### config.mk
export PLATFORM = sky130hd
export DESIGN_NAME = cdb_arbiter
export DESIGN_NICKNAME = d
export VERILOG_FILES = /design/src/rtl/cdb_arbiter_pkg.sv /design/src/rtl/cdb_arbiter_rr_picker.sv /design/src/rtl/cdb_arbiter.sv
export SDC_FILE = /design/constraint.sdc
export NUM_CORES = 1
export LEC_CHECK = 0
export BUFFER_PORTS_ARGS = -buffer_cell sky130_fd_sc_hd__buf_2
export CORE_AREA = 2 2 137 139
export DETAILED_ROUTE_END_ITERATION = 10
export DIE_AREA = 0 0 139 141
export PLACE_DENSITY = 0.65
export SYNTH_ARGS = -nofsm -noshare
export SYNTH_HDL_FRONTEND = slang
export SYNTH_SLANG_ARGS = --single-unit
### constraint.sdc
create_clock -name clk -period 4.2 [get_ports clk]
set_input_delay 0.21 -clock clk [delete_from_list [all_inputs] [get_ports clk]]
set_output_delay 0.21 -clock clk [all_outputs]
set_load 0.005 [all_outputs]
### src/rtl/cdb_arbiter_pkg.sv
// cdb_arbiter_pkg: ROB/CDB widths, the CDB packet type and the ROB age helper.
package cdb_arbiter_pkg;
  localparam int ROB_DEPTH  = 8;
  localparam int ROB_TAG_W  = $clog2(ROB_DEPTH);
  localparam int ROB_DATA_W = 64;
  typedef struct packed {
    logic [ROB_TAG_W-1:0]  tag;
    logic [ROB_DATA_W-1:0] data;
  } cdb_pkt_t;
  // distance from the ROB head; the TAG_W-bit wrap is the mod ROB_DEPTH
  function automatic logic [ROB_TAG_W-1:0] age(input logic [ROB_TAG_W-1:0] tag,
                                               input logic [ROB_TAG_W-1:0] head);
    return tag - head;
  endfunction
endpackage

### src/rtl/cdb_arbiter_rr_picker.sv
// cdb_arbiter_rr_picker: one-hot grant to the first set request at or after i_ptr, wrapping.
module cdb_arbiter_rr_picker #(
  parameter int N = 4,
  parameter int W = $clog2(N)
) (
  input  logic [N-1:0] i_req,
  input  logic [W-1:0] i_ptr,
  output logic [N-1:0] o_grant,
  output logic [W-1:0] o_idx
);
  always_comb begin
    o_grant = '0;
    o_idx = '0;
    for (int k = N - 1; k >= 0; k--)
      if (i_req[(int'(i_ptr) + k) % N]) begin
        o_grant = '0;
        o_grant[(int'(i_ptr) + k) % N] = 1'b1;
        o_idx = W'((int'(i_ptr) + k) % N);
      end
  end
endmodule

### src/rtl/cdb_arbiter.sv
// cdb_arbiter: round-robin arbiter sharing the single registered CDB/ROB write slot among NUM_REQ FUs.
// Define CDB_OLDEST_FIRST_EN to grant the request oldest relative to rob_head (ties round-robin).
module cdb_arbiter #(
  parameter int NUM_REQ   = 4,
  parameter int ROB_DEPTH = 8,
  parameter int TAG_W     = $clog2(ROB_DEPTH),
  parameter int DATA_W    = 64
) (
  input  logic                      clk,
  input  logic                      rst_n,
  input  logic                      flush,
  input  logic [TAG_W-1:0]          rob_head,
  input  logic [NUM_REQ-1:0]        req_valid,
  input  logic [NUM_REQ*TAG_W-1:0]  req_tag,
  input  logic [NUM_REQ*DATA_W-1:0] req_data,
  output logic [NUM_REQ-1:0]        req_ready,
  output logic                      cdb_valid,
  output logic [TAG_W-1:0]          cdb_tag,
  output logic [DATA_W-1:0]         cdb_data,
  input  logic                      cdb_ready
);
  import cdb_arbiter_pkg::*;
  localparam int PTR_W = $clog2(NUM_REQ);
  if (TAG_W != ROB_TAG_W || DATA_W != ROB_DATA_W || ROB_DEPTH != (1 << TAG_W)) begin : g_cfg_err
    $error("cdb_arbiter: parameters must match cdb_arbiter_pkg");
  end
  logic [TAG_W-1:0]   w_tag  [NUM_REQ];
  logic [DATA_W-1:0]  w_data [NUM_REQ];
  logic [NUM_REQ-1:0] w_cand, w_grant;
  logic [PTR_W-1:0]   w_idx, r_rr_ptr;
  logic               w_load, w_dup, r_valid;
  cdb_pkt_t           r_slot;
  for (genvar i = 0; i < NUM_REQ; i++) begin : g_unpack
    assign w_tag[i]  = req_tag[i*TAG_W +: TAG_W];
    assign w_data[i] = req_data[i*DATA_W +: DATA_W];
  end
`ifdef CDB_OLDEST_FIRST_EN
  logic [TAG_W-1:0] w_min_age;
  always_comb begin
    w_min_age = '1;
    for (int i = 0; i < NUM_REQ; i++)
      if (req_valid[i] && age(w_tag[i], rob_head) < w_min_age) w_min_age = age(w_tag[i], rob_head);
  end
  // only the oldest requests reach the picker, so it resolves age ties round-robin
  always_comb begin
    w_cand = '0;
    for (int i = 0; i < NUM_REQ; i++) w_cand[i] = req_valid[i] && age(w_tag[i], rob_head) == w_min_age;
  end
`else
  logic w_unused_head;
  assign w_unused_head = ^rob_head;
  assign w_cand = req_valid;
`endif
  cdb_arbiter_rr_picker #(.N(NUM_REQ), .W(PTR_W)) u_picker (
    .i_req  (w_cand),
    .i_ptr  (r_rr_ptr),
    .o_grant(w_grant),
    .o_idx  (w_idx)
  );
  assign w_load    = !flush && (!r_valid || cdb_ready);
  assign req_ready = (rst_n && w_load) ? w_grant : '0;
  assign cdb_valid = r_valid;
  assign cdb_tag   = r_slot.tag;
  assign cdb_data  = r_slot.data;
  always_ff @(posedge clk or negedge rst_n)
    if (!rst_n) begin
      r_valid  <= 1'b0;
      r_slot   <= '0;
      r_rr_ptr <= '0;
    end else if (flush) begin
      r_valid <= 1'b0;
    end else if (w_load) begin
      r_valid <= |w_grant;
      if (|w_grant) begin
        r_slot   <= '{tag: w_tag[w_idx], data: w_data[w_idx]};
        r_rr_ptr <= (w_idx == PTR_W'(NUM_REQ - 1)) ? '0 : w_idx + 1'b1;
      end
    end
  always_comb begin
    w_dup = 1'b0;
    for (int i = 0; i < NUM_REQ; i++)
      for (int k = i + 1; k < NUM_REQ; k++)
        if (req_valid[i] && req_valid[k] && w_tag[i] == w_tag[k]) w_dup = 1'b1;
  end
  a_no_dup_tag: assert property (@(posedge clk) disable iff (!rst_n) !w_dup)
    else $error("cdb_arbiter: two FUs present the same ROB tag");
endmodule

Yosys cells after proc, flatten, opt, wreduce, memory -nomap -nowiden. Cells that the tools add are included.

Bits in registers: 70. Input bits: 279. Output and inout port bits: 72. Word-level logic and storage cells: 75.

Add/subtract/negate cells: 4. $lt $le $gt $ge: 9. Eq/ne operators: 1. Multiplexer cells: 37. Bitwise gates (word level): 5. Reductions and logical operators: 15.

Operators with widths (count): $bmux 64 s2 (1); $mux 64 (2); $mux 4 (5); $mux 1 (13); $lt 3x4->1 const B (3); $mux 2 (5); $ge 3x1->1 const B (3); $bmux 1 s2 (4); $demux 1 s2 (4); $bmux 3 s2 (1); $logic_and 1x1->1 (6); $mux 3 (2); $reduce_or 2->1 (3); $add 2x1->2 const B (2); $add 2x2->2 const B (2); $reduce_or 4->1 (1); $and 1x1->1 const A (3); $ge 3x3->1 const B (1); $lt 2x3->1 const B (1); $not 2->3 (1); $reduce_and 3->1 (1); $eq 2x2->1 const B (1); $ge 2x1->1 const B (1); $logic_not 1->1 (2); 3 further kinds (3).

Longest topological paths before layout. Gate-level depths: netlist (run 1).

Depth in word-level cells: 14. Depth in mapped cells: 14.

Hierarchy. A second synthesis (run 1) with hierarchy kept.

Cells, all modules: 300. Area, all modules: 4845.9 um^2.

Modules (own cells, without submodules): cdb_arbiter (instances 1, cells each 240, area each 4355.4 um^2); cdb_arbiter_rr_picker (instances 1, cells each 60, area each 490.5 um^2).

Worst setup path after synthesis (run 1). Ideal clock, no wire load.

Path type: register to register. From: register r_rr_ptr[0]. To: register r_rr_ptr[0]. Arrival: 3.049 ns. Data required time: 4.073 ns. Slack: 1.023 ns. Cell stages (with the launch flop): 13. Path buffers: 4. Cells stage by stage: dfrtp_1 -> buf_4 -> inv_1 -> ha_1 -> buf_4 -> mux2i_1 -> mux2_4 -> o21a_1 -> a22o_1 -> o41ai_2 -> buf_4 -> buf_6 -> mux2_1.

Word-level cells in the longest chain between the ends: 13. Elaborated cells between the ends (all ways): 53.

Ends and longest elaborated chain: from (decl) (RTL line cdb_arbiter.sv:30) `logic [PTR_W-1:0] w_idx, r_rr_ptr;`; from (signal assigned) (RTL line cdb_arbiter.sv:76) `r_rr_ptr <= (w_idx == PTR_W'(NUM_REQ - 1)) ? '0 : w_idx + 1'b1;`; $add 2x2->2 (RTL line cdb_arbiter_rr_picker.sv:15, cdb_arbiter_rr_picker.sv:17, cdb_arbiter_rr_picker.sv:18); $reduce_or 2->1 (no source line); $and 1x1->1 (no source line); $lt 3x4->1 (not written as such) / $ge 3x1->1 (equally long branches) (RTL line cdb_arbiter_rr_picker.sv:17) `o_grant[(int'(i_ptr) + k) % N] = 1'b1;`; $logic_and 1x1->1 (not written as such) (RTL line cdb_arbiter_rr_picker.sv:17); $mux 1 (not written as such) (RTL line cdb_arbiter_rr_picker.sv:17); $demux 1 s2; $mux 4 (4 in a row) (RTL line cdb_arbiter_rr_picker.sv:15) `if (i_req[(int'(i_ptr) + k) % N]) begin`; $reduce_or 4->1 (RTL line cdb_arbiter.sv:74) `if (|w_grant) begin`; $reduce_and 3->1 (no source line).

Parallel ways exist; a longest one is shown, timed or not. The select of a mux whose other input is x is not followed. A chain may end at the register's enable or synchronous reset.

Final worst setup path (run 1).
From: register r_rr_ptr[1]. To: register r_slot, in the netlist cdb_tag[1].

Word-level cells in the longest chain between the ends: 13. Elaborated cells between the ends (all ways): 54.

Ends and longest elaborated chain: $add 2x2->2 (RTL line cdb_arbiter_rr_picker.sv:15, cdb_arbiter_rr_picker.sv:17, cdb_arbiter_rr_picker.sv:18); $reduce_or 2->1 (no source line); $and 1x1->1 (no source line); $lt 3x4->1 (not written as such) / $ge 3x1->1 (equally long branches) (RTL line cdb_arbiter_rr_picker.sv:17); $logic_and 1x1->1 (not written as such) (RTL line cdb_arbiter_rr_picker.sv:17); $mux 1 (not written as such) (RTL line cdb_arbiter_rr_picker.sv:17); $demux 1 s2; $mux 4 (4 in a row) (RTL line cdb_arbiter_rr_picker.sv:15); $reduce_or 4->1 (RTL line cdb_arbiter.sv:74); $reduce_and 3->1 (no source line); to (signal assigned) (RTL line cdb_arbiter.sv:75) `r_slot <= '{tag: w_tag[w_idx], data: w_data[w_idx]};`; to (decl) (RTL line cdb_arbiter.sv:32) `cdb_pkt_t r_slot;`.

Parallel ways exist; a longest one is shown, timed or not. The select of a mux whose other input is x is not followed.

==> impl_results.md, run 1 <==
* Status: complete, no violations
* FFs w/ async S/R, synth at 1.00
* Layout Cells excl Fill at 1095
* Final Slew Violations at 0
* Row count at 50
* Startpoint types: flop
* Syn-to-layout area delta at 39.7%
* TritonCTS clock tree: built
* Vias in the first global route at about 4900
* GRT Overall Usage at 0.155
* Routed WL per cell at 14.5 um
* Reg area at between 1500 and 2000 um2
* Placed cell area at about 7300 um2
* Mux contribution to synthesized area at 0.429
* Compound-Gate Fraction of Synth Area at 0.0981
* Sw Pwr at between 2000 and 2500 uW
* Post-synthesis xor/xnor area fraction at 0.00162
* Most common cell after layout, fill and taps aside: buf_2
* Mapped Nets at 820
* Largest area contributor in the netlist: dfrtp_1
* Die ar. at 19600 um2
* Worst path arrival time at around 3500 ps
* Number of synthesized register bits at 70
* Tcrit/Tclk final at 0.798
* Ant. Diodes at 0
* Final TNS setup at 0 ps
* Hold path start: flush
* Worst r2r src: r_rr_ptr[1]
* I/O Pins at 351
* Placed insts at between 1000 and 1500
* Clock slew at reported path FFs at around 60 ps
* Max stage delay on crit path at roughly 540 ps
* Core Util, Final at 0.413
* Slew @ Worst Pin at about 560 ps
* Fin Clk Skew at between 7 and 8 ps
* Sequential-to-total area share from yosys stat at 0.325
* Reg power frac at 0.199
* Top cells by area, synth: dfrtp_1 32%, mux2i_1 27%, mux2_2 15%, nand2_1 5.2%, o21ai_1 4.5%
* Core Area at 18300 um2
* GPL Wtd Cong at 0.810
* Post-synthesis adder-cell area fraction at 0.0162
* H-tree levels at 3
* Antenna viol nets, final at 0
* Post_cts resized at 0
* EDFF count, synth at 0
* CP max-delay cell: o41ai_4
* LEAKAGE at 0.00403 uW
* Post-Syn Instances at between 500 and 600
* Largest family of logic cells by synthesized area: multiplexers
* Starting density of the core at 0.295
* MaxCap Viol Count at 0
* Multi-input gate area at around 3400 um2
* Clk sinks at 70
* RSZ-0062 raised after global routing: no
* Largest fanout on the critical path at approximately 80
* Fmax at between 0.2 and 0.3 GHz
* CP cell instances: inv_1 -> ha_1 -> mux2i_1 -> mux2_4 -> o211ai_1 -> a22o_1 -> o41ai_4 -> buf_12 -> o21ai_0
* Initial DRT Pass Iterations at 5
* Mapped Avg Cell Area at roughly 10 um2
* Gate power share at 0.687
* Clock power frac at 0.114
* CP Class: reg2reg
* Cts bufs inserted at 9
* Filler instances at about 1800
* Maximum clock insertion buffer count at 2
* Hold Crit Class: in2reg
* Overall power at between 5000 and 6000 uW
* Via count at 5037
* Share of post-route cells with drive strength above 1 at 0.523
* Input/output buffers at 347
* Area share of the largest cell type after synthesis at 0.325
* 1st-iter DRT viols at approximately 110
* Final Hold Fails at 0
* Final nets at 1143
* Global-route wire length before repair at between 20 and 25 mm
* Sw frac at 0.417
* Int Pwr at 3460 uW
* WL final at roughly 16 mm
* Routed vias/inst at ~4.6
* CP endpoint kind: flop
* CP Launch Point: r_rr_ptr[1]
* DP Wirelength at around 13 mm
* Overflow after GRT at 0
* Final instance area at ~7500 um2
* Worst vdd ir at between 0.5 and 0.6 mV
* Die Y-Extent at roughly 140 um
* Slew margin rel. at 0.627
* Min Tclk post-route at roughly 3300 ps
* Crit path required time at ~4400 ps
* Root buffer selected by CTS: clkbuf_16
* Clk_lat worst skew at approximately 330 ps
* Die Span X at roughly 140 um
* Simple-gate portion of the synthesized area at 0.0733
* Cell area power density at roughly 790 nW/um2
* Initial antenna violation count at 0
* Most frequent cells in the layout: 346 x buf_2, 143 x mux2i_1, 74 x nand2_1, 71 x mux2_2, 70 x dfrtp_1
* Post-Syn Area at between 5000 and 6000 um2
* Final setup vio count at 0
* Ys Warns at 0
* Post-synth cell types at 38
* Number of remaining DRC errors at 0
* Largest net degree at the start of global routing at slightly above 80
* Predominant post-synthesis flop cell: dfrtp_1
## metrics by stage
stage / setup WS (ps) / hold slack, ps
after floorplan: 1020 / -85.6
after global placement: 889 / 170
after detailed placement: 856 / 170
after CTS: 833 / 20.0
after global routing: 621 / 34.3
final: 850 / 41.9
## layer usage
layer	routed length (um)	track usage	part of all wire
met1	6720	0.187	0.42
met3	1210	0.0425	0.076
met4	214	0.0510	0.013
met5	0	0	0
met2	7720	0.267	0.49
## flip-flops by register name, summed over array words and instances (netlist names)
name and cells:
cdb_data 64, cdb_tag 3, r_rr_ptr 2, cdb_valid 1
## cells in the mapped netlist (3+ instances only)
library cell    n
mux2i_1       143
nand2_1        74
mux2_2         71
dfrtp_1        70
o21ai_1        49
o21ai_0        19
buf_2          17
buf_4          11
nor2_1         10
buf_6           8
ha_1            7
a21oi_1         5
clkbuf_1        5
nor2b_1         5
clkbuf_2        4
o22ai_1         4
nand2b_1        3
nand3_1         3
o211ai_1        3
## logic make-up (layout without fill, tap and decap cells)
kind of cell / count (synthesis) / after routing
adder cells (fa/ha/maj): 7 / 7
buffers and inverters: 47 / 374
AND/OR/NAND/NOR: 97 / 97
XOR/XNOR: 1 / 1
AO/OA/AOI/OAI: 93 / 93
multiplexers: 219 / 219
flip-flops: 70 / 70
## critical path, delay by kind of cell, from the launching register on
kind	cells	cell delay, ps
flops	1	340
buf+inv	2	450
fa+ha+maj	1	500
mux	2	780
compound gates	4	1090
## timing repair
action                                 CTS  global route
setup buffers                            0             0
endpoints found under the hold margin   28             0
hold buffers                             1             0
## power by group through the flow
stage	clock network [uW]	logic, uW	registers (uW)
2_1_floorplan	0	3140	1230
3_3_place_gp	0	4050	1180
3_5_place_dp	0	4130	1190
4_1_cts	706	4130	1190
5_1_grt	731	4470	1230
6_report	676	4070	1180
## path summary, 6_finish.rpt
check                                    end  slack (ps)  depth (start not counted)
max in group asynchronous       cdb_data[48]        2940                          3
worst min-delay path               cdb_valid          40                          2
worst max-delay path              cdb_tag[1]         850                          9
worst min register to register   cdb_data[9]         470                          2
worst max register to register    cdb_tag[1]         850                          9
min in group asynchronous       cdb_data[15]         350                          2
## layout make-up
| type | count | share of cell area |
|---|---|---|
| sequential | 70 | 0.232 |
| tap | 234 | 0.0389 |
| timing repair buffer | 357 | 0.248 |
| inverter | 2 | 0.000996 |
| multi-input combinational | 417 | 0.446 |
| clock buffer | 10 | 0.0304 |
| clock inverter | 5 | 0.00365 |
Note: power is estimated with default switching activity, not from simulation.
==> run 2: changes to the inputs <==
--- a/config.mk
+++ b/config.mk
@@ -6,10 +6,10 @@
 export NUM_CORES = 1
 export LEC_CHECK = 0
 export BUFFER_PORTS_ARGS = -buffer_cell sky130_fd_sc_hd__buf_2
-export CORE_AREA = 2 2 137 139
+export CORE_AREA = 2 2 136 138
 export DETAILED_ROUTE_END_ITERATION = 10
-export DIE_AREA = 0 0 139 141
-export PLACE_DENSITY = 0.65
+export DIE_AREA = 0 0 138 140
+export PLACE_DENSITY = 0.68
 export SYNTH_ARGS = -nofsm -noshare
 export SYNTH_HDL_FRONTEND = slang
 export SYNTH_SLANG_ARGS = --single-unit
==> constraint.sdc (replaced) <==
create_clock -name clk -period 2.9 [get_ports clk]
set_input_delay 0.145 -clock clk [delete_from_list [all_inputs] [get_ports clk]]
set_output_delay 0.145 -clock clk [all_outputs]
set_load 0.005 [all_outputs]
==> impl_results.md, run 2 (same netlist as run 1, synthesis figures left out) <==
* Share of post-route cells with drive strength above 1 at 0.539 (was 0.523)
* Sw Pwr at 3700 uW (was 2470 uW)
* Reg power frac at 0.187 (was 0.199)
* Gate power share at 0.691 (was 0.687)
* Placed insts at 1089 (was 1079)
* Met1 usage at 0.188 (was 0.187)
* Number of remaining DRC errors at 0 (unchanged)
* Slew @ Worst Pin at 510 ps (was 560 ps)
* Core Util, Final at 0.441 (was 0.413)
* GR Layer Usage met3 at 0.0489 (was 0.0425)
* Final instance area at 7830 um2 (was 7540 um2)
* RSZ-0062 raised after global routing: no (unchanged)
* DP Wirelength at 13.2 mm (was 12.6 mm)
* Final TNS setup at 0 ps (unchanged)
* Worst vdd ir at 0.597 mV (was 0.572 mV)
* Clk_lat worst skew at 330 ps (about the same)
* Die ar. at 19300 um2 (was 19600 um2)
* Input/output buffers at 347 (unchanged)
* GRT Max-Usage Layer: met2 (unchanged)
* Syn-to-layout area delta at 45.2% (was 39.7%)
* GR Util met2 at 0.295 (was 0.267)
* CP Class: reg2reg (unchanged)
* Die Span X at 138 um (was 139 um)
* Clock power frac at 0.122 (was 0.114)
* Largest net degree at the start of global routing at 81 (was 83)
* Most frequent cells in the layout: 346 x buf_2, 142 x mux2i_1, 74 x nand2_1, 72 x mux2_2, 69 x dfrtp_1 (was 346 x buf_2, 143 x mux2i_1, 74 x nand2_1, 71 x mux2_2, 70 x dfrtp_1)
* CP max-delay cell: dfrtp_2 (was o41ai_4)
* Max FFs per register at 64 (unchanged)
* Status: complete, no violations (unchanged)
* Crit path required time at 3110 ps (was 4390 ps)
* Cell area power density at 1180 nW/um2 (was 787 nW/um2)
* Final Slew Violations at 0 (unchanged)
* 1st-iter DRT viols at 178 (was 107)
* Hold Crit Class: in2reg (unchanged)
* Vias in the first global route at 5164 (was 4861)
* GPL Wtd Cong at 0.866 (was 0.810)
* Placed cell area at 7450 um2 (was 7270 um2)
* WL final at 16.5 mm (was 15.9 mm)
* Clock slew at reported path FFs at 50 ps (was 60 ps)
* Initial DRT Pass Iterations at 4 (was 5)
* H-tree levels at 3 (unchanged)
* Sw frac at 0.400 (was 0.417)
* Buf/Inv on CP at 3 (was 2)
* Crit path max-delay family: multiplexers (was compound AO/OA/AOI/OAI gates)
* Initial antenna violation count at 2 (was 0)
* Final nets at 1161 (was 1143)
* Tightest hold margin at 90.6 ps (was 41.9 ps)
* Die Y-Extent at 140 um (was 141 um)
* Final Hold Fails at 0 (unchanged)
* Startpoint types: flop (unchanged)
* Most common cell after layout, fill and taps aside: buf_2 (unchanged)
* Starting density of the core at 0.303 (was 0.295)
* I/O Pins at 351 (unchanged)
* Routed WL per cell at 14.9 um (was 14.5 um)
* Root buffer selected by CTS: clkbuf_16 (unchanged)
* Clk sinks at 70 (unchanged)
* Antenna viol nets, final at 0 (unchanged)
* Worst path arrival time at 2980 ps (was 3540 ps)
* Cts bufs inserted at 9 (unchanged)
* Min Tclk post-route at 2770 ps (was 3350 ps)
* GRT Overall Usage at 0.165 (was 0.155)
* Fin Clk Skew at 6.83 ps (was 7.18 ps)
* Routed vias/inst at 4.67 (was 4.60)
* MaxCap Viol Count at 0 (unchanged)
* CP endpoint kind: flop (unchanged)
* TritonCTS clock tree: built (unchanged)
* LEAKAGE at 0.00416 uW (was 0.00403 uW)
* Global-route wire length before repair at 26.1 mm (was 24.4 mm)
* Overflow after GRT at 0 (unchanged)
* Max stage delay on crit path at 410 ps (was 540 ps)
* Int Pwr at 5550 uW (was 3460 uW)
* CP cell instances: inv_2 -> ha_4 -> mux2i_4 -> mux2_2 -> a21oi_4 -> buf_12 -> buf_12 -> mux2i_1 -> mux2_2 -> o21ai_1 (was inv_1 -> ha_1 -> mux2i_1 -> mux2_4 -> o211ai_1 -> a22o_1 -> o41ai_4 -> buf_12 -> o21ai_0)
* Core Area at 17800 um2 (was 18300 um2)
* Largest fanout on the critical path at 32 (was 82)
* Via count at 5193 (was 5037)
* Tcrit/Tclk final at 0.955 (was 0.798)
* Row count at 49 (was 50)
* Slew margin rel. at 0.660 (was 0.627)
* Layout Cells excl Fill at 1111 (was 1095)
* Fmax at 0.361 GHz (was 0.299 GHz)
* Maximum clock insertion buffer count at 2 (unchanged)
* Final setup vio count at 0 (unchanged)
run 2: power groups by stage:
stage                     sequential [uW]  combinational (uW)  clock, uW
after floorplan                      1790                4600          0
after global placement               1730                6230          0
after detailed placement             1740                6340          0
after CTS                            1730                6340       1170
after global routing                 1800                7010       1210
final                                1730                6390       1130
run 2: final timing paths:
| path | start | endpoint | slack, ps | depth (start not counted) |
|---|---|---|---|---|
| max in group asynchronous | rst_n | cdb_data[57] | 1690 | 3 |
| max reg2reg | r_rr_ptr[0] | cdb_data[33] | 130 | 10 |
| max | r_rr_ptr[0] | cdb_data[33] | 130 | 10 |
| min reg2reg | cdb_data[9] | cdb_data[9] | 470 | 2 |
| min | cdb_ready | cdb_valid | 90 | 3 |
| min in group asynchronous | rst_n | cdb_data[17] | 330 | 2 |
run 2: repair_timing:
item / 4_1_cts / 5_1_grt
endpoints found under the hold margin: 33 / 0
gates resized for setup: 0 / 3
hold buffers: 2 / 0
endpoints found under the setup margin: 0 / 65
buffers inserted: 0 / 0
run 2: layout make-up:
class / instances / area (um2)
multi-input combinational: 418 / 3410
timing repair buffer: 374 / 2070
sequential: 70 / 1750
tap: 229 / 287
fill: 1743 / 9950
clock inverter: 4 / 45.0
antenna: 2 / 5.00
clock buffer: 12 / 256
inverter: 2 / 7.51
run 2: worst min-delay path, stage by stage:
cell,delay [ps]
buf_2,70
nand2b_1,100
a21oi_1,60
run 2: routing by layer:
metal,part of all wire,up-vias
li1,-,2610
met3,0.078,16
met5,0,-
met4,0.018,0
met2,0.50,231
met1,0.40,2336
run 2: metrics by stage:
| step | setup WS (ps) | power [uW] |
|---|---|---|
| CTS | 99.3 | 9250 |
| finish | 130 | 9250 |
| detailed placement | 111 | 8080 |
| global placement | 157 | 7960 |
| floorplan | 28.9 | 6390 |
| global route | 17.6 | 10000 |
==> run 3: changes to the inputs <==
--- a/config.mk
+++ b/config.mk
@@ -10,6 +10,7 @@
 export DETAILED_ROUTE_END_ITERATION = 10
 export DIE_AREA = 0 0 138 140
 export PLACE_DENSITY = 0.68
+export RECOVER_POWER = 25
 export SYNTH_ARGS = -nofsm -noshare
 export SYNTH_HDL_FRONTEND = slang
 export SYNTH_SLANG_ARGS = --single-unit
==> impl_results.md, run 3 (same netlist as run 1, synthesis figures left out) <==
* Routed vias/inst at 4.69 (was 4.67)
* Worst path arrival time at 2980 ps (about the same)
* WL final at 16.6 mm (was 16.5 mm)
* Reg power frac at 0.188 (was 0.187)
* Crit path required time at 3110 ps (about the same)
* MaxCap Viol Count at 0 (unchanged)
* CP endpoint kind: flop (unchanged)
* FF-to-FF path depth at 10 (unchanged)
* Sw Pwr at 3710 uW (was 3700 uW)
* Overflow after GRT at 0 (unchanged)
* DP Wirelength at 13.2 mm (unchanged)
* CP max-delay cell: dfrtp_2 (unchanged)
* Global-route wire length before repair at 26.1 mm (unchanged)
* Worst r2r src: r_rr_ptr[0] (unchanged)
* Die Y-Extent at 140 um (unchanged)
* Hold Crit Class: in2reg (unchanged)
* Final Slew Violations at 0 (unchanged)
* Startpoint types: flop (unchanged)
* Min Tclk post-route at 2770 ps (about the same)
* Vias in the first global route at 5164 (unchanged)
* Slew @ Worst Pin at 507 ps (was 510 ps)
* Die Span X at 138 um (unchanged)
* Fin Clk Skew at 8.38 ps (was 6.83 ps)
* Clock slew at reported path FFs at 50 ps (about the same)
* Largest fanout on the critical path at 32 (unchanged)
* Largest net degree at the start of global routing at 81 (unchanged)
* Hold path start: cdb_ready (unchanged)
* Int Pwr at 5520 uW (was 5550 uW)
* Final nets at 1161 (unchanged)
* Initial DRT Pass Iterations at 4 (unchanged)
* Row count at 49 (unchanged)
* Syn-to-layout area delta at 44.9% (was 45.2%)
* Clk_lat worst skew at 340 ps (was 330 ps)
* H-tree levels at 3 (unchanged)
* Cell area power density at 1180 nW/um2 (about the same)
* Final TNS setup at 0 ps (unchanged)
* Tightest hold margin at 90.9 ps (was 90.6 ps)
* Most common cell after layout, fill and taps aside: buf_2 (unchanged)
* GPL Wtd Cong at 0.866 (unchanged)
* Status: complete, no violations (unchanged)
* Initial antenna violation count at 2 (unchanged)
* Number of remaining DRC errors at 0 (unchanged)
* Core Area at 17800 um2 (unchanged)
* Root buffer selected by CTS: clkbuf_16 (unchanged)
* Sw frac at 0.401 (was 0.400)
* Cts bufs inserted at 9 (unchanged)
* Most frequent cells in the layout: 331 x buf_2, 142 x mux2i_1, 74 x nand2_1, 72 x mux2_2, 69 x dfrtp_1 (was 346 x buf_2, 142 x mux2i_1, 74 x nand2_1, 72 x mux2_2, 69 x dfrtp_1)
* Slew margin rel. at 0.662 (was 0.660)
* Starting density of the core at 0.303 (unchanged)
* RSZ-0062 raised after global routing: no (unchanged)
* Final setup vio count at 0 (unchanged)
* LEAKAGE at 0.00412 uW (was 0.00416 uW)
* Maximum clock insertion buffer count at 2 (unchanged)
* Gate power share at 0.690 (was 0.691)
* Die ar. at 19300 um2 (unchanged)
* CP cell instances: inv_2 -> ha_4 -> mux2i_4 -> mux2_2 -> a21oi_4 -> buf_12 -> buf_12 -> mux2i_1 -> mux2_2 -> o21ai_1 (unchanged)
* GRT Overall Usage at 0.165 (unchanged)
* I/O Pins at 351 (unchanged)
* TritonCTS clock tree: built (unchanged)
* 1st-iter DRT viols at 182 (was 178)
* Final Hold Fails at 0 (unchanged)
* Worst vdd ir at 0.597 mV (about the same)
* Clock power frac at 0.122 (about the same)
* Max stage delay on crit path at 410 ps (about the same)
* CP Class: reg2reg (unchanged)
* Layout Cells excl Fill at 1111 (unchanged)
* Input/output buffers at 347 (unchanged)
* Routed WL per cell at 14.9 um (about the same)
* Share of post-route cells with drive strength above 1 at 0.522 (was 0.539)
* Antenna viol nets, final at 0 (unchanged)
* Hold Path Stages at 3 (unchanged)
* Placed insts at 1089 (unchanged)
* CP Launch Point: r_rr_ptr[0] (unchanged)
* Clk sinks at 70 (unchanged)
* Max FFs per register at 64 (unchanged)
* Fmax at 0.361 GHz (about the same)
* Tcrit/Tclk final at 0.955 (about the same)
* Via count at 5208 (was 5193)
## run 3: routing by layer
metal	wire (um)	global-route usage
met5	0	0
met4	299	0.0548
met3	1300	0.0489
met2	8270	0.295
met1	6720	0.188
## run 3: critical path, delay by kind of cell, from the launching register on
family                   cells  cell delay [ps]
multiplexers                 4             1080
buffers and inverters        3              580
flip-flops                   1              410
AO/OA/AOI/OAI                2              280
adder cells (fa/ha/maj)      1              250
## run 3: final cells by class
cell class	instances	area, um2
diodes	2	5.00
clock buffers	12	256
clock inverters	4	45.0
fillers	1753	9970
inverters	2	7.51
multi-input cells	418	3410
flip-flops and latches	70	1750
well taps	229	287
repair buffers	374	2050
## run 3: worst paths after layout
check,to,slack [ps]
max,cdb_data[33],130
min,cdb_valid,90
min reg2reg,cdb_data[9],470
max reg2reg,cdb_data[33],130
min in group asynchronous,cdb_data[17],330
max in group asynchronous,cdb_data[57],1690
## run 3: through the flow
stage	util	cell area [um2]	power (uW)	setup WS [ps]
6_report	0.439	7810	9230	130
5_1_grt	0.439	7810	10000	17.6
4_1_cts	0.437	7770	9250	99.3
3_5_place_dp	0.419	7450	8080	111
3_3_place_gp	0.419	7450	7960	157
2_1_floorplan	-	5420	6390	28.9
## run 3: timing repair
| action | in CTS | in global routing |
|---|---|---|
| setup endpoints to repair | 0 | 65 |
| setup buffers | 0 | 0 |
| hold buffers | 2 | 0 |
| resized for setup | 0 | 3 |
| hold endpoints to repair | 33 | 0 |
## run 3: power groups by stage
stage | Combinational [uW] | Sequential [uW] | Clock, uW
floorplan | 4600 | 1790 | 0
global placement | 6230 | 1730 | 0
detailed placement | 6340 | 1740 | 0
CTS | 6340 | 1730 | 1170
global route | 6990 | 1810 | 1210
finish | 6370 | 1730 | 1130
